--- src/rtl/lcd_ram_arbiter.sv ---
// Arbitrates the single-port frame RAM between the word writer and the LCD page reader.
// Reads win by default; a saturating starvation counter lets a waiting write through.
//   state    | meaning
//   IDLE     | arbitration point, no RAM access
//   WR       | RAM write of the word latched at grant, wr_ack pulses
//   RD_BURST | one page address per cycle, base+0 .. base+BURST-1
//   RD_DRAIN | flush RAM latency and rd_data register
module lcd_ram_arbiter #(
    parameter int AW         = 6,
    parameter int DW         = 64,
    parameter int BURST      = 8,
    parameter int STARVE_MAX = 16
) (
    input  logic          clk,
    input  logic          rst_n,
    input  logic          wr_req,
    input  logic [AW-1:0] wr_addr,
    input  logic [DW-1:0] wr_data,
    output logic          wr_ack,
    input  logic          rd_req,
    input  logic [AW-1:0] rd_base,
    output logic          rd_grant,
    output logic          rd_busy,
    output logic          rd_valid,
    output logic [DW-1:0] rd_data,
    output logic          rd_last,
    output logic          ram_we,
    output logic [AW-1:0] ram_addr,
    output logic [DW-1:0] ram_din,
    input  logic [DW-1:0] ram_dout
);

    localparam int OW = $clog2(BURST);
    localparam int SW = $clog2(STARVE_MAX + 1);

    typedef enum logic [1:0] {IDLE, WR, RD_BURST, RD_DRAIN} state_t;

    state_t           state, state_nx;
    logic [OW-1:0]    beat_cnt;
    logic [AW-OW-1:0] page;
    logic [SW-1:0]    starve_cnt;
    logic             starved;
    logic             wr_win, rd_win;
    logic             dout_v, dout_last;
    logic             rd_base_unused;

    assign rd_base_unused = ^rd_base[OW-1:0];
    assign starved        = (starve_cnt == SW'(STARVE_MAX));

    always_ff @(posedge clk or negedge rst_n) begin
        if (!rst_n) state <= IDLE;
        else        state <= state_nx;
    end

    always_comb begin
        state_nx = state;
        wr_win   = 1'b0;
        rd_win   = 1'b0;
        case (state)
            IDLE: begin
                if (wr_req && (!rd_req || starved)) begin
                    wr_win   = 1'b1;
                    state_nx = WR;
                end else if (rd_req) begin
                    rd_win   = 1'b1;
                    state_nx = RD_BURST;
                end
            end
            WR:       state_nx = IDLE;
            RD_BURST: if (beat_cnt == OW'(BURST - 1)) state_nx = RD_DRAIN;
            RD_DRAIN: if (beat_cnt == OW'(1)) state_nx = IDLE;
            default:  state_nx = IDLE;
        endcase
    end

    assign wr_ack   = (state == WR);
    assign ram_we   = (state == WR);
    assign rd_grant = (state == RD_BURST) && (beat_cnt == '0);
    assign rd_busy  = (state == RD_BURST) || (state == RD_DRAIN);

    // beat_cnt counts burst offsets, then reuses 0..1 for the two drain cycles
    always_ff @(posedge clk or negedge rst_n) begin
        if (!rst_n) begin
            beat_cnt <= '0;
        end else if (state == RD_BURST) begin
            beat_cnt <= beat_cnt + OW'(1);
        end else if (state == RD_DRAIN) begin
            beat_cnt <= (beat_cnt == OW'(1)) ? '0 : beat_cnt + OW'(1);
        end
    end

    always_ff @(posedge clk or negedge rst_n) begin
        if (!rst_n) begin
            starve_cnt <= '0;
        end else if (state == WR) begin
            starve_cnt <= '0;
        end else if (wr_req && !starved) begin
            starve_cnt <= starve_cnt + SW'(1);
        end
    end

    always_ff @(posedge clk or negedge rst_n) begin
        if (!rst_n) begin
            ram_addr <= '0;
            ram_din  <= '0;
            page     <= '0;
        end else if (wr_win) begin
            ram_addr <= wr_addr;
            ram_din  <= wr_data;
        end else if (rd_win) begin
            ram_addr <= {rd_base[AW-1:OW], {OW{1'b0}}};
            page     <= rd_base[AW-1:OW];
        end else if (state == RD_BURST && beat_cnt != OW'(BURST - 1)) begin
            ram_addr <= {page, beat_cnt + OW'(1)};
        end
    end

    // Two-stage valid pipeline matches RAM read latency plus the rd_data register
    always_ff @(posedge clk or negedge rst_n) begin
        if (!rst_n) begin
            dout_v    <= 1'b0;
            dout_last <= 1'b0;
            rd_valid  <= 1'b0;
            rd_last   <= 1'b0;
            rd_data   <= '0;
        end else begin
            dout_v    <= (state == RD_BURST);
            dout_last <= (state == RD_BURST) && (beat_cnt == OW'(BURST - 1));
            rd_valid  <= dout_v;
            rd_last   <= dout_last;
            if (dout_v) rd_data <= ram_dout;
        end
    end

endmodule

--- config.mk ---
export PLATFORM = sky130hd
export DESIGN_NAME = lcd_ram_arbiter
export DESIGN_NICKNAME = d
export VERILOG_FILES = /design/src/rtl/lcd_ram_arbiter.sv
export SDC_FILE = /design/constraint.sdc
export NUM_CORES = 1
export LEC_CHECK = 0
export CAP_MARGIN = 20
export CORE_UTILIZATION = 45
export DETAILED_ROUTE_END_ITERATION = 16
export PLACE_DENSITY = 0.92
export SLEW_MARGIN = 15
export SYNTH_ARGS = -nofsm -noshare
export SYNTH_HDL_FRONTEND = slang
export SYNTH_SLANG_ARGS = --single-unit
--- constraint.sdc ---
create_clock -name clk -period 5.2 [get_ports clk]
set_clock_uncertainty 0.05 [all_clocks]
set_input_delay 1.04 -clock clk [delete_from_list [all_inputs] [get_ports clk]]
set_output_delay 1.04 -clock clk [all_outputs]
set_load 0.02 [all_outputs]
# Yosys cells after proc, flatten, opt, wreduce, memory -nomap -nowiden
# Index checks and enable logic that the tools add are counted.
dict set report totals {
  latch_bits 0
  n_memories 0
  register_bits 151
  input_bits 144
  rom_bits 0
  ram_bits 0
}
dict set report op_classes {
  bitwise 1
  magnitude_cmp 0
  n_reduce_logical 16
  addsub 2
  div_mod_pow 0
  mul 0
  shifts 0
  muxes 18
  eq_ne 10
}
# op count
set ops {}
lappend ops {{6-bit 2-to-1 mux} 3}
lappend ops {{5-bit 2-to-1 mux} 2}
lappend ops {{3-bit 2-to-1 mux} 3}
lappend ops {{2-bit 2-to-1 mux} 4}
lappend ops {{2-bit case mux with 4 select lines} 1}
lappend ops {{3-bit != test (second input constant)} 2}
lappend ops {{5-bit by 1-bit adder with 5-bit output (second input constant)} 1}
lappend ops {{5-bit == test (second input constant)} 1}
lappend ops {{1-bit logical AND} 5}
lappend ops {{1-bit 2-to-1 mux} 5}
lappend ops {{2-bit == test (second input constant)} 2}
lappend ops {{2-bit != test (second input constant)} 2}
lappend ops {{2-bit nonzero test} 2}
lappend ops {{3-bit by 1-bit adder with 3-bit output (second input constant)} 1}
lappend ops {{3-bit by 1-bit == test with 1-bit output (second input constant)} 1}
lappend ops {{3-bit == test (second input constant)} 1}
lappend ops {{3-bit logical NOT} 1}
lappend ops {{3-bit AND reduction} 1}
lappend ops {{3-bit nonzero test} 1}
lappend ops {{2-bit by 1-bit == test with 1-bit output (second input constant)} 1}
lappend ops {{1-bit logical NOT} 2}
lappend ops {{2-bit logical NOT} 1}
lappend ops {{1-bit logical OR} 2}
lappend ops {{2-bit AND reduction} 1}
lappend ops {{1-bit NOT} 1}

# Longest topological paths before layout
dict set report depth {
  depth_word 7
  depth_mapped 7
  mapped_depth_nobuf 5
}

# Worst setup path after synthesis
# No wires, ideal clock.
dict set report synth_timing {
  path_kind {reg2out}
  from {reg state[0]}
  to {out wr_ack}
  path_slack_ps 2554
  required_time_ps 4110
  t_arrival_ps 1556
  path_buffers 2
  stages_incl_launch_ff 5
  path_cell_list {dfrtp_1 > clkbuf_1 > inv_1 > nor2_1 > buf_4}
}
dict set report synth_between {
  elab_chain_len 1
}
# item line_no
set synth_lines {}
lappend synth_lines {{from (decl)} 38} ;# state_t state, state_nx;
lappend synth_lines {{from (signal assigned)} 52} ;# else state <= state_nx;
lappend synth_lines {{2-bit by 1-bit == test with 1-bit output} --}
lappend synth_lines {{to (decl)} 19} ;# output logic wr_ack,
# Every way passes these cells.

# Final worst setup path
dict set report layout_timing {
  from {reg state[0]}
  to {out wr_ack}
}
dict set report layout_between {
  elab_chain_len 1
}
# item line_no
set layout_lines {}
lappend layout_lines {{2-bit by 1-bit == test with 1-bit output} 76} ;# assign wr_ack = (state == WR);
# Every way passes these cells.

==> impl_metrics.xml <==
<?xml version="1.0" encoding="UTF-8"?>
<metrics>
  <group name="run_status">
    <metric name="run_status" unit="">finished, final reports clean</metric>
  </group>
  <group name="power_and_ir_drop">
    <metric name="total_leakage_power" unit="nW">4.27</metric>
    <metric name="total_chip_power" unit="mW">6.52</metric>
    <metric name="power.density" unit="nW/um^2">668</metric>
    <metric name="power.ir.vdd_worst" unit="V">0.000305</metric>
  </group>
  <group name="clock_network">
    <metric name="post-cts-setup-buffers" unit="">0</metric>
    <metric name="cts_sinks" unit="">151</metric>
    <metric name="cts_resized" unit="">0</metric>
    <metric name="worst_skew_pair.late_latency" unit="ns">0.41</metric>
    <metric name="cts.hold.buffers_added" unit="">0</metric>
    <metric name="cts.clk_slew.worst_paths" unit="ns">0.06</metric>
    <metric name="numCtsBuffers" unit="">17</metric>
    <metric name="cts_max_level" unit="">4</metric>
    <metric name="cts_root_buf" unit="">clkbuf_16</metric>
    <metric name="cts_tree" unit="">yes</metric>
    <metric name="ctsLongestPathBuffers" unit="">2</metric>
  </group>
  <group name="setup_path">
    <metric name="timing.rr.start" unit="">starve_cnt[0]$_DFFE_PN0P_</metric>
    <metric name="cp_max_fo" unit="">15</metric>
    <metric name="crit_path_start_kind" unit="">flip-flop</metric>
    <metric name="worstPathCellList" unit="">inv_1 &gt; nor2_1 &gt; clkdlybuf4s50_1</metric>
    <metric name="worst_reg_to_reg_path_cell_count" unit="">6</metric>
    <metric name="setup.reg_to_reg.worst_slack" unit="ns">2.80</metric>
    <metric name="cp_top_family" unit="">buffers and inverters</metric>
    <metric name="worst_ep_required_time" unit="ns">4.11</metric>
    <metric name="regToRegEndpoint" unit="">ram_din[25]$_DFFE_PN0N_</metric>
    <metric name="critical-path-slowest-cell" unit="">clkdlybuf4s50_1</metric>
    <metric name="crit_arrival" unit="ns">2.37</metric>
    <metric name="crit_path_max_cell_delay" unit="ns">0.70</metric>
    <metric name="timing.setup.critical_path_class" unit="">flip-flop to output port</metric>
    <metric name="endpoint_kind" unit="">output port</metric>
    <metric name="critPathBufInv" unit="">2</metric>
    <metric name="cp_num_cells" unit="">3</metric>
  </group>
  <group name="logic_synthesis">
    <metric name="yosys_register_bits" unit="">151</metric>
    <metric name="synth.lib_cells_used.distinct" unit="">40</metric>
    <metric name="yosysTopAreaCellShare" unit="%">60.7</metric>
    <metric name="synth.top_cells.by_area" unit="">dfrtp_1, mux2_2, mux2_4</metric>
    <metric name="yosysWarnings" unit="">0</metric>
    <metric name="synth.yosys.seq_area_share" unit="%">60.7</metric>
    <metric name="synth_flop_cell" unit="">dfrtp_1</metric>
    <metric name="count_of_flip_flops_with_a_built_in_enable_after_synthesis" unit="">0</metric>
    <metric name="synth.cell_area" unit="sq um">6220</metric>
    <metric name="syn-instance-count" unit="">396</metric>
    <metric name="yosysTopAreaCell" unit="">dfrtp_1</metric>
    <metric name="synthesis.nets" unit="">546</metric>
    <metric name="synth_area_per_cell" unit="sq um">15.7</metric>
    <metric name="async_reset_ff_share" unit="%">100</metric>
  </group>
  <group name="timing">
    <metric name="post-route-worst-setup-slack" unit="ns">1.74</metric>
    <metric name="fmaxAchievable" unit="MHz">289</metric>
    <metric name="timing.final.setup_violations" unit="">0</metric>
    <metric name="tightest_slew" unit="ns">0.822</metric>
    <metric name="final.min_clock_period" unit="ns">3.46</metric>
    <metric name="report.final.hold_viol_count" unit="">0</metric>
    <metric name="totalNegativeSetupSlack" unit="ns">0</metric>
    <metric name="timing_max_transition_violations_final" unit="">0</metric>
    <metric name="grt_setup_unrepaired" unit="">false</metric>
    <metric name="fin_hold_ws" unit="ns">0.300</metric>
    <metric name="finalCritPeriodShare" unit="%">66.5</metric>
    <metric name="maxSlewHeadroom" unit="%">45.2</metric>
  </group>
  <group name="worst_hold_path">
    <metric name="worst_hold_path_type" unit="">flip-flop to flip-flop</metric>
    <metric name="hold_path_cells" unit="">0</metric>
    <metric name="endpoint_of_the_worst_hold_path" unit="">rd_last$_DFF_PN0_</metric>
    <metric name="worst_min_delay_path_startpoint" unit="">dout_last$_DFF_PN0_</metric>
  </group>
  <group name="cells_and_area">
    <metric name="antenna_cells" unit="">0</metric>
    <metric name="share_of_post_route_cells_with_drive_strength_above_1" unit="%">25.4</metric>
    <metric name="layout.cells.most_common_list" unit="">clkdlybuf4s50_1, dfrtp_1, mux2_2</metric>
    <metric name="design.final.nets" unit="">827</metric>
    <metric name="layout.cells.most_common" unit="">clkdlybuf4s50_1</metric>
    <metric name="fill_cells" unit="">841</metric>
    <metric name="syn2layout_area_growth" unit="%">56.8</metric>
    <metric name="fin_area" unit="sq um">9760</metric>
  </group>
  <group name="detailed_routing">
    <metric name="via_cell_ratio" unit="">5.08</metric>
    <metric name="routed_wl" unit="um">16300</metric>
    <metric name="drt_iter0_markers" unit="">233</metric>
    <metric name="detail_route.first_pass.iterations" unit="">5</metric>
    <metric name="route.antenna.remaining_nets" unit="">0</metric>
    <metric name="detailroute.via_count" unit="">4398</metric>
    <metric name="wire_per_inst" unit="um">18.9</metric>
    <metric name="drc" unit="">0</metric>
  </group>
  <group name="global_routing">
    <metric name="grt_remaining_overflow" unit="">0</metric>
    <metric name="use_met1" unit="%">26.4</metric>
    <metric name="grt_max_degree" unit="">71</metric>
    <metric name="track_usage" unit="%">23.4</metric>
    <metric name="antenna_found_initial" unit="">0</metric>
    <metric name="grt_first_pass_wirelength" unit="um">25500</metric>
    <metric name="number_of_global_route_vias_before_repair" unit="">4789</metric>
    <metric name="grt_use_met2" unit="%">41.7</metric>
    <metric name="gr-usage-met3" unit="%">6.84</metric>
    <metric name="gr-max-usage-layer" unit="">met2</metric>
  </group>
  <group name="floorplanning">
    <metric name="die_area" unit="sq um">14300</metric>
    <metric name="area_of_the_core" unit="sq um">13300</metric>
    <metric name="die_w" unit="um">120</metric>
    <metric name="placementRows" unit="">42</metric>
    <metric name="die_height" unit="um">120</metric>
    <metric name="floorplan.initialDensity" unit="%">46.6</metric>
    <metric name="top_level_ports" unit="">284</metric>
  </group>
  <group name="run">
    <metric name="cap_violations" unit="">0</metric>
  </group>
  <group name="place">
    <metric name="detailed_place_hpwl" unit="um">11600</metric>
    <metric name="place_congestion" unit="">0.839</metric>
    <metric name="placement.io_buffers" unit="">280</metric>
    <metric name="place_ws" unit="ns">1.77</metric>
    <metric name="place_area" unit="sq um">9160</metric>
  </group>
</metrics>
-- metrics by stage --
stage | util (%) | cells
after floorplan | - | 396
after global placement | 68.6 | 834
after detailed placement | 68.6 | 834
after CTS | 73.1 | 866
after global routing | 73.1 | 866
final | 73.1 | 866
-- sequential cells by signal (all words and copies together) (netlist names) --
signal	cells
beat_cnt	3
ram_addr	6
rd_data	64
ram_din	64
rd_last	1
rd_valid	1
page	3
dout_last	1
dout_v	1
starve_cnt	5
state	2
-- synth_stat cells (all sizes together) (2+ instances only) --
master and number:
ha 6, and2 2, nand4 2, o211ai 6
or3b 2, a31oi 6, o311ai 2, buf 19
inv 10, xor2 2, nand2 2, o31ai 2
a21o 2, nor3 2, nand3 3, a211oi 4
clkbuf 3, nor2 6, mux2 131, o21ai 12
dfrtp 151, nand3b 3, a21oi 6
-- report_power, final --
group | leakage [nW] | total (mW) | internal, mW | switching [mW]
registers | 1.81 | 2.14 | 1.76 | 0.382
logic | 2.18 | 3.13 | 1.71 | 1.42
clock network | 0.288 | 1.25 | 0.778 | 0.468
total | 4.27 | 6.52 | 4.25 | 2.27
-- layout make-up --
| type | count | area (sq um) | area share, % |
|---|---|---|---|
| clock buffers | 20 | 457 | 4.68 |
| clock inverters | 12 | 149 | 1.53 |
| inverters | 10 | 37.5 | 0.385 |
| multi-input cells | 213 | 2270 | 23.3 |
| flip-flops and latches | 151 | 3780 | 38.7 |
| well taps | 176 | 220 | 2.26 |
| repair buffers | 284 | 2850 | 29.2 |
-- worst max-delay path by stage --
| stage | startpoint | end | slack (ns) |
|---|---|---|---|
| finish | state[0]$_DFFE_PN0P_ | wr_ack | 1.74 |
| global route | state[0]$_DFFE_PN0P_ | ram_we | 1.61 |
| CTS | state[0]$_DFFE_PN0P_ | wr_ack | 1.73 |
| detailed placement | rd_req | ram_din[27]$_DFFE_PN0N_ | 1.77 |
| global placement | rd_req | ram_din[25]$_DFFE_PN0N_ | 1.85 |
| floorplan | state[0]$_DFFE_PN0P_ | wr_ack | 2.55 |
-- worst reg2reg max path, delay by kind of cell, from the launching register on --
family,cells,cell delay (ns)
AOI/OAI and AO/OA,1,0.43
adders and majority gates,1,0.22
buffers and inverters,2,0.48
DFF,1,0.39
muxes,1,0.43
and+or+nand+nor,1,0.27
-- per-layer routing --
metal  vias to the layer above  share of wire, %
li1                       1979                 -
met1                      2171                37
met2                       224                53
met3                        24               7.5
met4                         0               1.9
met5                         -                 0
-- cell families after synthesis --
logic type      after synthesis  share of synthesized area [%]
fa+ha+maj                     6                           1.21
buf+inv                      32                           2.98
mux                         132                           27.0
flops                       151                           60.7
xor+xnor                      2                          0.282
simple gates                 30                           3.24
compound gates               43                           4.58
Power figures use the tool's default switching activity.
